<file path="src/rtl/pipeline_ctrl_pkg.sv">
// Shared constants for the pipeline stall/flush sequencer.
// State codes stay plain localparams so older code that compares raw bits keeps working.
package pipeline_ctrl_pkg;

   localparam logic [0:0] RUN     = 1'b0;
   localparam logic [0:0] MEMWAIT = 1'b1;

   localparam logic [4:0] REG_ZERO = 5'd0;

   localparam int unsigned MEM_LAT_MIN = 1;
   localparam int unsigned MEM_LAT_MAX = 16;

endpackage

</file>
<file path="src/rtl/pipeline_ctrl_hazard_detect.sv">
// Load-use comparator: the load in EX targets a register the ID instruction reads.
// Register 0 is hard-wired, so it never creates a dependency.
module hazard_detect
   import pipeline_ctrl_pkg::*;
(
   input  logic [4:0] id_rs,
   input  logic [4:0] id_rt,
   input  logic       id_uses_rs,
   input  logic       id_uses_rt,
   input  logic       ex_memread,
   input  logic [4:0] ex_rd,
   output logic       hazard
);

   logic rs_match;
   logic rt_match;

   always_comb begin
      rs_match = id_uses_rs && (id_rs == ex_rd);
      rt_match = id_uses_rt && (id_rt == ex_rd);
      hazard   = ex_memread && (ex_rd != REG_ZERO) && (rs_match || rt_match);
   end

endmodule

</file>
<file path="src/rtl/pipeline_ctrl.sv">
// Stall/flush sequencer for the 5-stage pipeline: memory freeze, branch flush, load-use bubble,
// plus saturating stall and flush counters.
module pipeline_ctrl
   import pipeline_ctrl_pkg::*;
#(
   parameter int unsigned MEM_LAT = 2,
   parameter int unsigned CNT_W   = 32
) (
   input  logic             clk,
   input  logic             reset,
   input  logic [4:0]       id_rs,
   input  logic [4:0]       id_rt,
   input  logic             id_uses_rs,
   input  logic             id_uses_rt,
   input  logic             ex_memread,
   input  logic [4:0]       ex_rd,
   input  logic             ex_branch_taken,
   input  logic             mem_access,
   output logic             pc_we,
   output logic             ifid_we,
   output logic             idex_we,
   output logic             exmem_we,
   output logic             memwb_we,
   output logic             ifid_clr,
   output logic             idex_clr,
   output logic             hazard_bubble,
   output logic [CNT_W-1:0] stall_cycles,
   output logic [CNT_W-1:0] flush_count
);

   if (MEM_LAT < MEM_LAT_MIN || MEM_LAT > MEM_LAT_MAX) begin : g_bad_lat
      $error("pipeline_ctrl: MEM_LAT out of range");
   end

   // Cycles still to wait after the first frozen cycle of an access.
   localparam logic [3:0] WAIT_INIT = (MEM_LAT > 1) ? 4'(MEM_LAT - 2) : 4'd0;
   localparam logic [CNT_W-1:0] CNT_MAX = '1;
   localparam logic [CNT_W-1:0] CNT_ONE = CNT_W'(1);

   logic [0:0]       state_q, state_d;
   logic [3:0]       cnt_q, cnt_d;
   logic [CNT_W-1:0] stall_cycles_q, stall_cycles_d;
   logic [CNT_W-1:0] flush_count_q, flush_count_d;
   logic             load_use;
   logic             flush_applied;

   hazard_detect u_hazard_detect (
      .id_rs      (id_rs),
      .id_rt      (id_rt),
      .id_uses_rs (id_uses_rs),
      .id_uses_rt (id_uses_rt),
      .ex_memread (ex_memread),
      .ex_rd      (ex_rd),
      .hazard     (load_use)
   );

   always_comb begin
      state_d       = state_q;
      cnt_d         = cnt_q;
      pc_we         = 1'b1;
      ifid_we       = 1'b1;
      idex_we       = 1'b1;
      exmem_we      = 1'b1;
      memwb_we      = 1'b1;
      ifid_clr      = 1'b0;
      idex_clr      = 1'b0;
      hazard_bubble = 1'b0;
      flush_applied = 1'b0;

      if (reset) begin
         {pc_we, ifid_we, idex_we, exmem_we, memwb_we} = 5'b00000;
         ifid_clr = 1'b1;
         idex_clr = 1'b1;
         state_d  = RUN;
         cnt_d    = 4'd0;
      end else if (state_q == RUN && mem_access && MEM_LAT > 1) begin
         {pc_we, ifid_we, idex_we, exmem_we, memwb_we} = 5'b00000;
         state_d = MEMWAIT;
         cnt_d   = WAIT_INIT;
      end else if (state_q == MEMWAIT && cnt_q != 4'd0) begin
         {pc_we, ifid_we, idex_we, exmem_we, memwb_we} = 5'b00000;
         cnt_d = cnt_q - 4'd1;
      end else begin
         // RUN without an access, or the MEMWAIT release cycle.
         state_d = RUN;
         if (ex_branch_taken) begin
            ifid_we       = 1'b0;
            idex_we       = 1'b0;
            ifid_clr      = 1'b1;
            idex_clr      = 1'b1;
            flush_applied = 1'b1;
         end else if (load_use) begin
            pc_we         = 1'b0;
            ifid_we       = 1'b0;
            idex_clr      = 1'b1;
            hazard_bubble = 1'b1;
         end
      end
   end

   always_comb begin
      stall_cycles_d = stall_cycles_q;
      flush_count_d  = flush_count_q;
      if (reset) begin
         stall_cycles_d = '0;
         flush_count_d  = '0;
      end else begin
         if (!pc_we && stall_cycles_q != CNT_MAX) begin
            stall_cycles_d = stall_cycles_q + CNT_ONE;
         end
         if (flush_applied && flush_count_q != CNT_MAX) begin
            flush_count_d = flush_count_q + CNT_ONE;
         end
      end
   end

   always_ff @(posedge clk) begin
      state_q        <= state_d;
      cnt_q          <= cnt_d;
      stall_cycles_q <= stall_cycles_d;
      flush_count_q  <= flush_count_d;
   end

   assign stall_cycles = stall_cycles_q;
   assign flush_count  = flush_count_q;

endmodule

</file>
<file path="config.mk">
export PLATFORM = sky130hd
export DESIGN_NAME = pipeline_ctrl
export DESIGN_NICKNAME = d
export VERILOG_FILES = /design/src/rtl/pipeline_ctrl_pkg.sv /design/src/rtl/pipeline_ctrl_hazard_detect.sv /design/src/rtl/pipeline_ctrl.sv
export SDC_FILE = /design/constraint.sdc
export NUM_CORES = 1
export LEC_CHECK = 0
export CORE_ASPECT_RATIO = 1.25
export CORE_UTILIZATION = 53
export DETAILED_ROUTE_END_ITERATION = 6
export GPL_TIMING_DRIVEN = 0
export PLACE_DENSITY = 0.92
export RECOVER_POWER = 50
export SLEW_MARGIN = 30
export SYNTH_ARGS = -nofsm -noshare
export SYNTH_HDL_FRONTEND = slang
export SYNTH_HIERARCHICAL = 1
export SYNTH_SLANG_ARGS = --single-unit
export TNS_END_PERCENT = 100
</file>
<file path="constraint.sdc">
create_clock -name clk -period 3.4 [get_ports clk]
set_input_delay 0.34 -clock clk [delete_from_list [all_inputs] [get_ports clk]]
set_output_delay 0.34 -clock clk [all_outputs]
set_load 0.05 [all_outputs]
</file>
## After elaboration in Yosys (flattened, before gate mapping)

Index checks and enable logic that the tools add are counted.
W data, S select, Z words.

- Word-level logic and storage cells: 58
- Bits of input ports: 22
- Bits in registers: 69

- Add/sub/neg operators: 3
- Reduce and logical (&&, ||, !) cells: 13
- Equality and inequality tests: 5
- Bitwise operators: 1
- Mux-type cells: 32

Operator list:

| cell | count |
|---|---|
| $add A32 B1 Y32 const B | 2 |
| $ne A32 B32 Y1 const B | 2 |
| $mux W1 | 32 |
| $eq A5 B5 Y1 | 2 |
| $logic_and A1 B1 Y1 | 8 |
| $reduce_bool A5 Y1 | 1 |
| $reduce_bool A4 Y1 | 1 |
| $sub A4 B1 Y4 const B | 1 |
| $ne A2 B2 Y1 const B | 1 |
| $reduce_or A2 Y1 | 1 |
| $logic_not A1 Y1 | 1 |
| $logic_or A1 B1 Y1 | 1 |
| $not A1 Y1 | 1 |

## Depth between registers and ports, before layout

Gate-level depths: netlist of the first run.

- Depth in word-level cells: 11
- Depth in mapped cells: 11
- Depth with buffers taken out: 9

## Cells and area by module

The synthesis of the first run kept the hierarchy.

Modules (own cells, without submodules):

| module | times used | cells each | sequential area each (µm²) | area each (µm²) |
|---|---|---|---|---|
| pipeline_ctrl | 1 | 436 | 1381.3 | 3612.2 |
| hazard_detect | 1 | 17 | 0.0 | 133.9 |

## Least setup slack after synthesis of the first run

OpenSTA, ideal clock, no wires.

- Path type: register to output
- Start point: reg cnt_q[0]
- End point: out hazard_bubble
- Stages on the path, launching flop included: 8
- Path buffers: 0
- Setup slack: 0.633 ns
- Data arrival time: 2.427 ns
- Cell sequence: dfxtp_1 > inv_1 > ha_1 > nor3b_1 > nand2b_1 > and2_1 > nand2_1 > nor3_1

- Longest elaborated chain between the ends: 5

RTL lines:

| what | line | text |
|---|---|---|
| start, declared | pipeline_ctrl.sv:41 | `logic [3:0] cnt_q, cnt_d;` |
| start signal, assigned | pipeline_ctrl.sv:119 | `cnt_q <= cnt_d;` |
| $reduce_bool A4 Y1 | pipeline_ctrl.sv:80 | `end else if (state_q == MEMWAIT && cnt_q != 4'd0) begin` |
| $logic_and A1 B1 Y1 | pipeline_ctrl.sv:80 |  |
| $mux W1 | pipeline_ctrl.sv:80 |  |
| $mux W1 | pipeline_ctrl.sv:76 | `end else if (state_q == RUN && mem_access && MEM_LAT > 1) begin` |
| $mux W1 | pipeline_ctrl.sv:70 | `if (reset) begin` |
| end, declared | pipeline_ctrl.sv:26 | `output logic hazard_bubble,` |

Every way passes these cells.

## Worst setup path in the final report of the first run

- Start point: in reset
- End point: out idex_clr

- Longest elaborated chain between the ends: 1

RTL lines:

| what | line | text |
|---|---|---|
| start, declared | pipeline_ctrl.sv:10 | `input logic reset,` |
| $mux W1 | pipeline_ctrl.sv:70 |  |
| end, declared | pipeline_ctrl.sv:25 | `output logic idex_clr,` |

Every way passes these cells.

==> results of run 1 <==
## final timing paths
kind,endpoint,slack [ps],startpoint
worst max-delay path,idex_clr,290,reset
worst min-delay path,stall_cycles[17]$_SDFFE_PP0P_,500,stall_cycles[17]$_SDFFE_PP0P_
worst max register to register,stall_cycles[1]$_SDFFE_PP0P_,900,stall_cycles[1]$_SDFFE_PP0P_
worst min register to register,stall_cycles[17]$_SDFFE_PP0P_,500,stall_cycles[17]$_SDFFE_PP0P_
## where the power goes
| group | switching, W | internal (W) | leakage [nW] |
|---|---|---|---|
| logic | 0.000107 | 0.0000657 | 1.13 |
| clock network | 0.000326 | 0.000455 | 0.116 |
| registers | 0.0000124 | 0.000813 | 0.556 |
## stage by stage
| stage | util (%) | worst slack (ps) | total power (W) |
|---|---|---|---|
| floorplan | - | 633 | 0.000944 |
| global placement | 71.5 | 145 | 0.00101 |
| global route | 75.2 | 125 | 0.00183 |
| detailed placement | 71.5 | 76.8 | 0.00102 |
| finish | 75.2 | 286 | 0.00178 |
| CTS | 75.0 | 55.1 | 0.00179 |
## sequential cells by signal, indices dropped and copies added (netlist names)
register      cells
cnt_q             4
stall_cycles     32
state_q           1
flush_count      32
## what timing repair did
action                     CTS  global route
resized for setup            0             3
hold buffers                 0             0
hold endpoints to repair     0             0
setup endpoints to repair    0             4
## per-layer routing
metal / global-route usage, % / up-vias
met4: 15.1 / 0
met5: 0 / -
met2: 52.2 / 191
li1: - / 1936
met1: 33.1 / 1925
met3: 5.31 / 27
## cells by family after synthesis
group,Yosys count,synth area share (%)
mux,4,1.34
fa+ha+maj,3,1.00
compound gates,117,19.6
buf+inv,31,4.07
simple gates,205,31.5
xor+xnor,24,5.61
flops,69,36.9
## worst min-delay path: cells and delay by family, from the launching register on
kind,cells,cell delay (ps)
flip-flops,1,330
AO/OA/AOI/OAI,2,130
## layout make-up
class | count | area, sq um
Multi-Input combinational cell | 353 | 2220
Fill cell | 482 | 1660
Sequential cell | 69 | 1380
Timing Repair Buffer | 93 | 936
Clock buffer | 11 | 151
Tap cell | 87 | 109
Buffer | 18 | 104
Clock inverter | 5 | 81.3
Inverter | 13 | 48.8
## Yosys cell counts (all sizes together) (6+ instances only)
| cell | n | share of area, % |
|---|---|---|
| dfxtp | 69 | 37 |
| a21oi | 48 | 6.4 |
| nor2 | 31 | 3.1 |
| nand3 | 29 | 3.9 |
| nand2 | 28 | 2.8 |
| o21ai | 26 | 3.5 |
| nand4 | 24 | 4.3 |
| or3 | 23 | 3.8 |
| o31ai | 22 | 4.9 |
| or4 | 21 | 4.3 |
| xor2 | 14 | 3.3 |
| inv | 12 | 1.2 |
| xnor2 | 10 | 2.3 |
| and4 | 9 | 2.1 |
| buf | 9 | 1.9 |
| clkbuf | 9 | 0.90 |
| nor3 | 9 | 1.2 |
| nor4 | 8 | 1.8 |
| and3 | 6 | 1.0 |
==> run_results.csv, run 1 <==
group,metric,value,unit
status,status,"complete, no violations",
synthesis,synth.net_count,478,
drt,vias,4079,
worst_setup_path,path_depth,6,
power_and_ir_drop,peakVddDrop,0.307,mV
sta,hold_viol,0,
global_route,grt_pass1_wl,17.4,mm
power_and_ir_drop,powerDensity,354,nW/um^2
cells_and_area,fin_area,5030,sq um
drt,ant_nets,0,
clock_tree,clockRootBuffer,"clkbuf_8",
cells_and_area,final_cell_mix,"69 x dfxtp_1, 64 x dlygate4sd3_1, 48 x a21oi_1, 31 x nor2_1, 29 x nand3_1",
drt,met3_length,677,um
placed_design,dp.cells,633,
synthesis,ys_types,52,
worst_setup_path,path_class,"input port to output port",
cells_and_area,final_common_cell,"dfxtp_1",
clock_tree,htreeDepth,3,
synthesis,async_reset_ff_share,0,%
worst_setup_path,startpoint_type,"input port",
clock_tree,cts_tree,"built",
placed_design,routabilityCongestion,0.867,
drt,drt_iter0_drc,264,
die,ios,94,
min_path,hp-class,"register to register",
synthesis,syn_area_per_cell,8.27,sq um
synthesis,synthFlopType,"dfxtp_1",
sta,finClkSkew,6.26,ps
sta,maxSlewViolCount,0,
sta,hold_ws,503,ps
cells_and_area,n_antenna_cell,0,
drt,wl,10.6,mm
drt,top_layer_used,"met4",
min_path,whs_path_depth,2,
worst_setup_path,end_kind,"output port",
sta,min_period,3110,ps
clock_tree,cts_buffers,9,
die,initial_core_util,56.0,%
placed_design,dp.final_hpwl,7.57,mm
global_route,grt_antenna_before_repair,0,
sta,rsz0062_at_grt,"false",
synthesis,synth_seq_cells,69,
drt,drc,0,
worst_setup_path,cp_top_family,"buffers and inverters",
drt,wl_met1,4.18,mm
synthesis,synth_seq_area_share,36.9,%
placed_design,placed_area,4790,sq um
sta,slew_headroom,50.9,%
flow_run,drv_cap,0,
worst_setup_path,worstPathCellList,"clkdlybuf4s50_1 -> clkbuf_1 -> clkbuf_1 -> nor2_1 -> a21oi_1 -> clkdlybuf4s50_1",
clock_tree,clkSinkCount,69,
sta,fin_crit_sh,91.6,%
clock_tree,cts_buffer_depth,2,
synthesis,yosysWarnings,6,
die,die_x,77.2,um
global_route,grt_usage,29.1,%
sta,setup_viol,0,
cells_and_area,final_cells,649,
power_and_ir_drop,p_leak,1.80,nW
global_route,grt_pass1_vias,3753,
drt,viasPerCell,6.29,
worst_setup_path,crit_buf_inv,4,
die,die_y,96.0,um
die,coreArea,6690,sq um
global_route,overflow,0,
worst_setup_path,r2r_cells,8,
cells_and_area,finalNetCount,582,
drt,met2_length,5.39,mm
die,dieArea,7410,sq um
synthesis,syn_area,3750,sq um
clock_tree,clk_pin_slew,70,ps
sta,fmax,321,MHz
drt,wire_per_inst,16.3,um
drt,drt_pass1_iterations,5,
worst_setup_path,critPathMaxStageDelay,820,ps
synthesis,synth_edf_count,0,
cells_and_area,drive_gt1_share,7.30,%
cells_and_area,syn2layout_area_growth,34.2,%
global_route,grt_max_degree,13,
worst_setup_path,crit_arrival,2770,ps
sta,setup_tns,0,ps
die,rows,33,
clock_tree,insertion_delay,340,ps
placed_design,portBuffers,93,
worst_setup_path,cpMaxStageDelayCell,"clkdlybuf4s50_1",
worst_setup_path,worstPathRequired,3060,ps
clock_tree,cts_setup_buffers,0,
sta,tightest_slew,730,ps
synthesis,synthCells,453,
worst_setup_path,crit_fanout,10,
No activity file was read; power rests on OpenSTA's default activity.
==> inputs of run 2 (changes only) <==
- CTS_CLUSTER_SIZE: unset -> 16
==> results of run 2 <==
No change in the layout: final DEF, timing and power equal those of run 1.
==> inputs of run 3 (changes only) <==
- CORE_ASPECT_RATIO: 1.25 -> 0.9
==> run_results.csv, run 3 (synthesis gave the netlist of run 1 again) <==
group,metric,value,unit
status,status,"complete, no violations",
drt,wl,10.9,mm
cells_and_area,finalNetCount,582,
power_and_ir_drop,powerDensity,373,nW/um^2
sta,fin_crit_sh,96.3,%
global_route,grt_usage,28.8,%
flow_run,drv_cap,0,
sta,hold_viol,0,
power_and_ir_drop,p_leak,1.80,nW
worst_setup_path,path_class,"register to output port",
die,die_x,90.6,um
global_route,overflow,0,
sta,setup_viol,0,
worst_setup_path,cp_top_family,"buffers and inverters",
clock_tree,htreeDepth,3,
die,rows,28,
clock_tree,clkSinkCount,69,
drt,wire_per_inst,16.8,um
power_and_ir_drop,peakVddDrop,0.345,mV
clock_tree,cts_tree,"built",
global_route,grt_pass1_vias,3615,
clock_tree,insertion_delay,350,ps
drt,ant_nets,0,
clock_tree,cts_buffer_depth,2,
global_route,grt_max_degree,13,
worst_setup_path,crit_buf_inv,4,
sta,setup_tns,0,ps
cells_and_area,drive_gt1_share,7.30,%
placed_design,dp.final_hpwl,7.54,mm
placed_design,portBuffers,93,
sta,maxSlewViolCount,0,
die,ios,94,
drt,drc,0,
drt,viasPerCell,6.39,
cells_and_area,final_cell_mix,"69 x dfxtp_1, 64 x dlygate4sd3_1, 48 x a21oi_1, 31 x nor2_1, 29 x nand3_1",
clock_tree,clk_pin_slew,70,ps
die,coreArea,6690,sq um
sta,slew_headroom,49.5,%
sta,finClkSkew,5.53,ps
drt,vias,4164,
worst_setup_path,cpMaxStageDelayCell,"clkdlybuf4s50_1",
cells_and_area,syn2layout_area_growth,35.0,%
worst_setup_path,crit_fanout,5,
worst_setup_path,crit_arrival,2930,ps
worst_setup_path,end_kind,"output port",
worst_setup_path,worstPathRequired,3060,ps
sta,fmax,306,MHz
min_path,hp-class,"register to register",
worst_setup_path,crit_top_cell,"inv_1",
global_route,grt_pass1_wl,17.0,mm
global_route,grt_antenna_before_repair,0,
power_and_ir_drop,power,0.00189,W
sta,tightest_slew,751,ps
drt,drt_pass1_iterations,5,
die,dieArea,7410,sq um
worst_setup_path,startpoint_type,"register",
worst_setup_path,worstPathCellList,"inv_1 -> ha_1 -> nor3b_2 -> nand2b_1 -> and2_1 -> nand2_1 -> inv_1 -> buf_4 -> clkdlybuf4s50_1",
cells_and_area,final_common_cell,"dfxtp_1",
drt,drt_iter0_drc,304,
cells_and_area,n_antenna_cell,0,
die,initial_core_util,56.0,%
placed_design,routabilityCongestion,0.864,
sta,min_period,3270,ps
clock_tree,cts_setup_buffers,0,
clock_tree,cts_buffers,9,
die,die_y,81.8,um
clock_tree,clockRootBuffer,"clkbuf_8",
worst_setup_path,critPathMaxStageDelay,780,ps
-- run 3: per-layer routing --
layer  track usage [%]  routed length [um]  vias to the layer above
li1                  -                   -                     1936
met1              34.4                4500                     1958
met2              49.6                5370                      241
met3              7.50                 865                       29
met4              12.3                 213                        0
met5                 0                   0                        -
-- run 3: area by class of cell --
class	instances	area, sq um
repair buffers	93	932
clock inverters	7	138
plain buffers	18	104
fillers	446	1630
clock buffers	9	124
flip-flops and latches	69	1380
multi-input cells	353	2220
inverters	13	48.8
well taps	90	113
-- run 3: stage by stage --
step | setup slack (ps) | utilization [%] | instance area (sq um) | hold slack (ps) | std cells
global route | -22.8 | 75.6 | 5060 | 535 | 652
finish | 127 | 75.6 | 5060 | 506 | 652
floorplan | 633 | - | 3750 | 477 | 453
detailed placement | 34.1 | 71.6 | 4790 | 497 | 636
CTS | 9.85 | 75.5 | 5050 | 507 | 652
global placement | 102 | 71.6 | 4790 | 480 | 636
-- run 3: power breakdown --
group | switching (W) | internal (W) | total (W) | leakage, nW
clock | 0.000329 | 0.000559 | 0.000887 | 0.129
sequential | 0.0000119 | 0.000813 | 0.000825 | 0.556
combinational | 0.000109 | 0.0000652 | 0.000174 | 1.12
total | 0.000449 | 0.00144 | 0.00189 | 1.80
-- run 3: worst min-delay path, cell delays in order, from the launching register on --
cell and delay (ps):
dfxtp_1 330, o21ai_0 70, a21oi_1 60
-- run 3: repair_timing --
| item | CTS | global route |
|---|---|---|
| hold endpoints to repair | 0 | 0 |
| resized for setup | 1 | 2 |
| hold buffers | 0 | 0 |
| endpoints found under the setup margin | 1 | 7 |
-- run 3: final timing paths --
check	from	to	slack, ps	cells after the start
setup / recovery	cnt_q[0]$_SDFFE_PP0P_	memwb_we	130	9
hold / removal	stall_cycles[30]$_SDFFE_PP0P_	stall_cycles[30]$_SDFFE_PP0P_	510	2
setup reg to reg	stall_cycles[0]$_SDFFE_PP0P_	stall_cycles[1]$_SDFFE_PP0P_	880	8
hold reg to reg	stall_cycles[30]$_SDFFE_PP0P_	stall_cycles[30]$_SDFFE_PP0P_	510	2
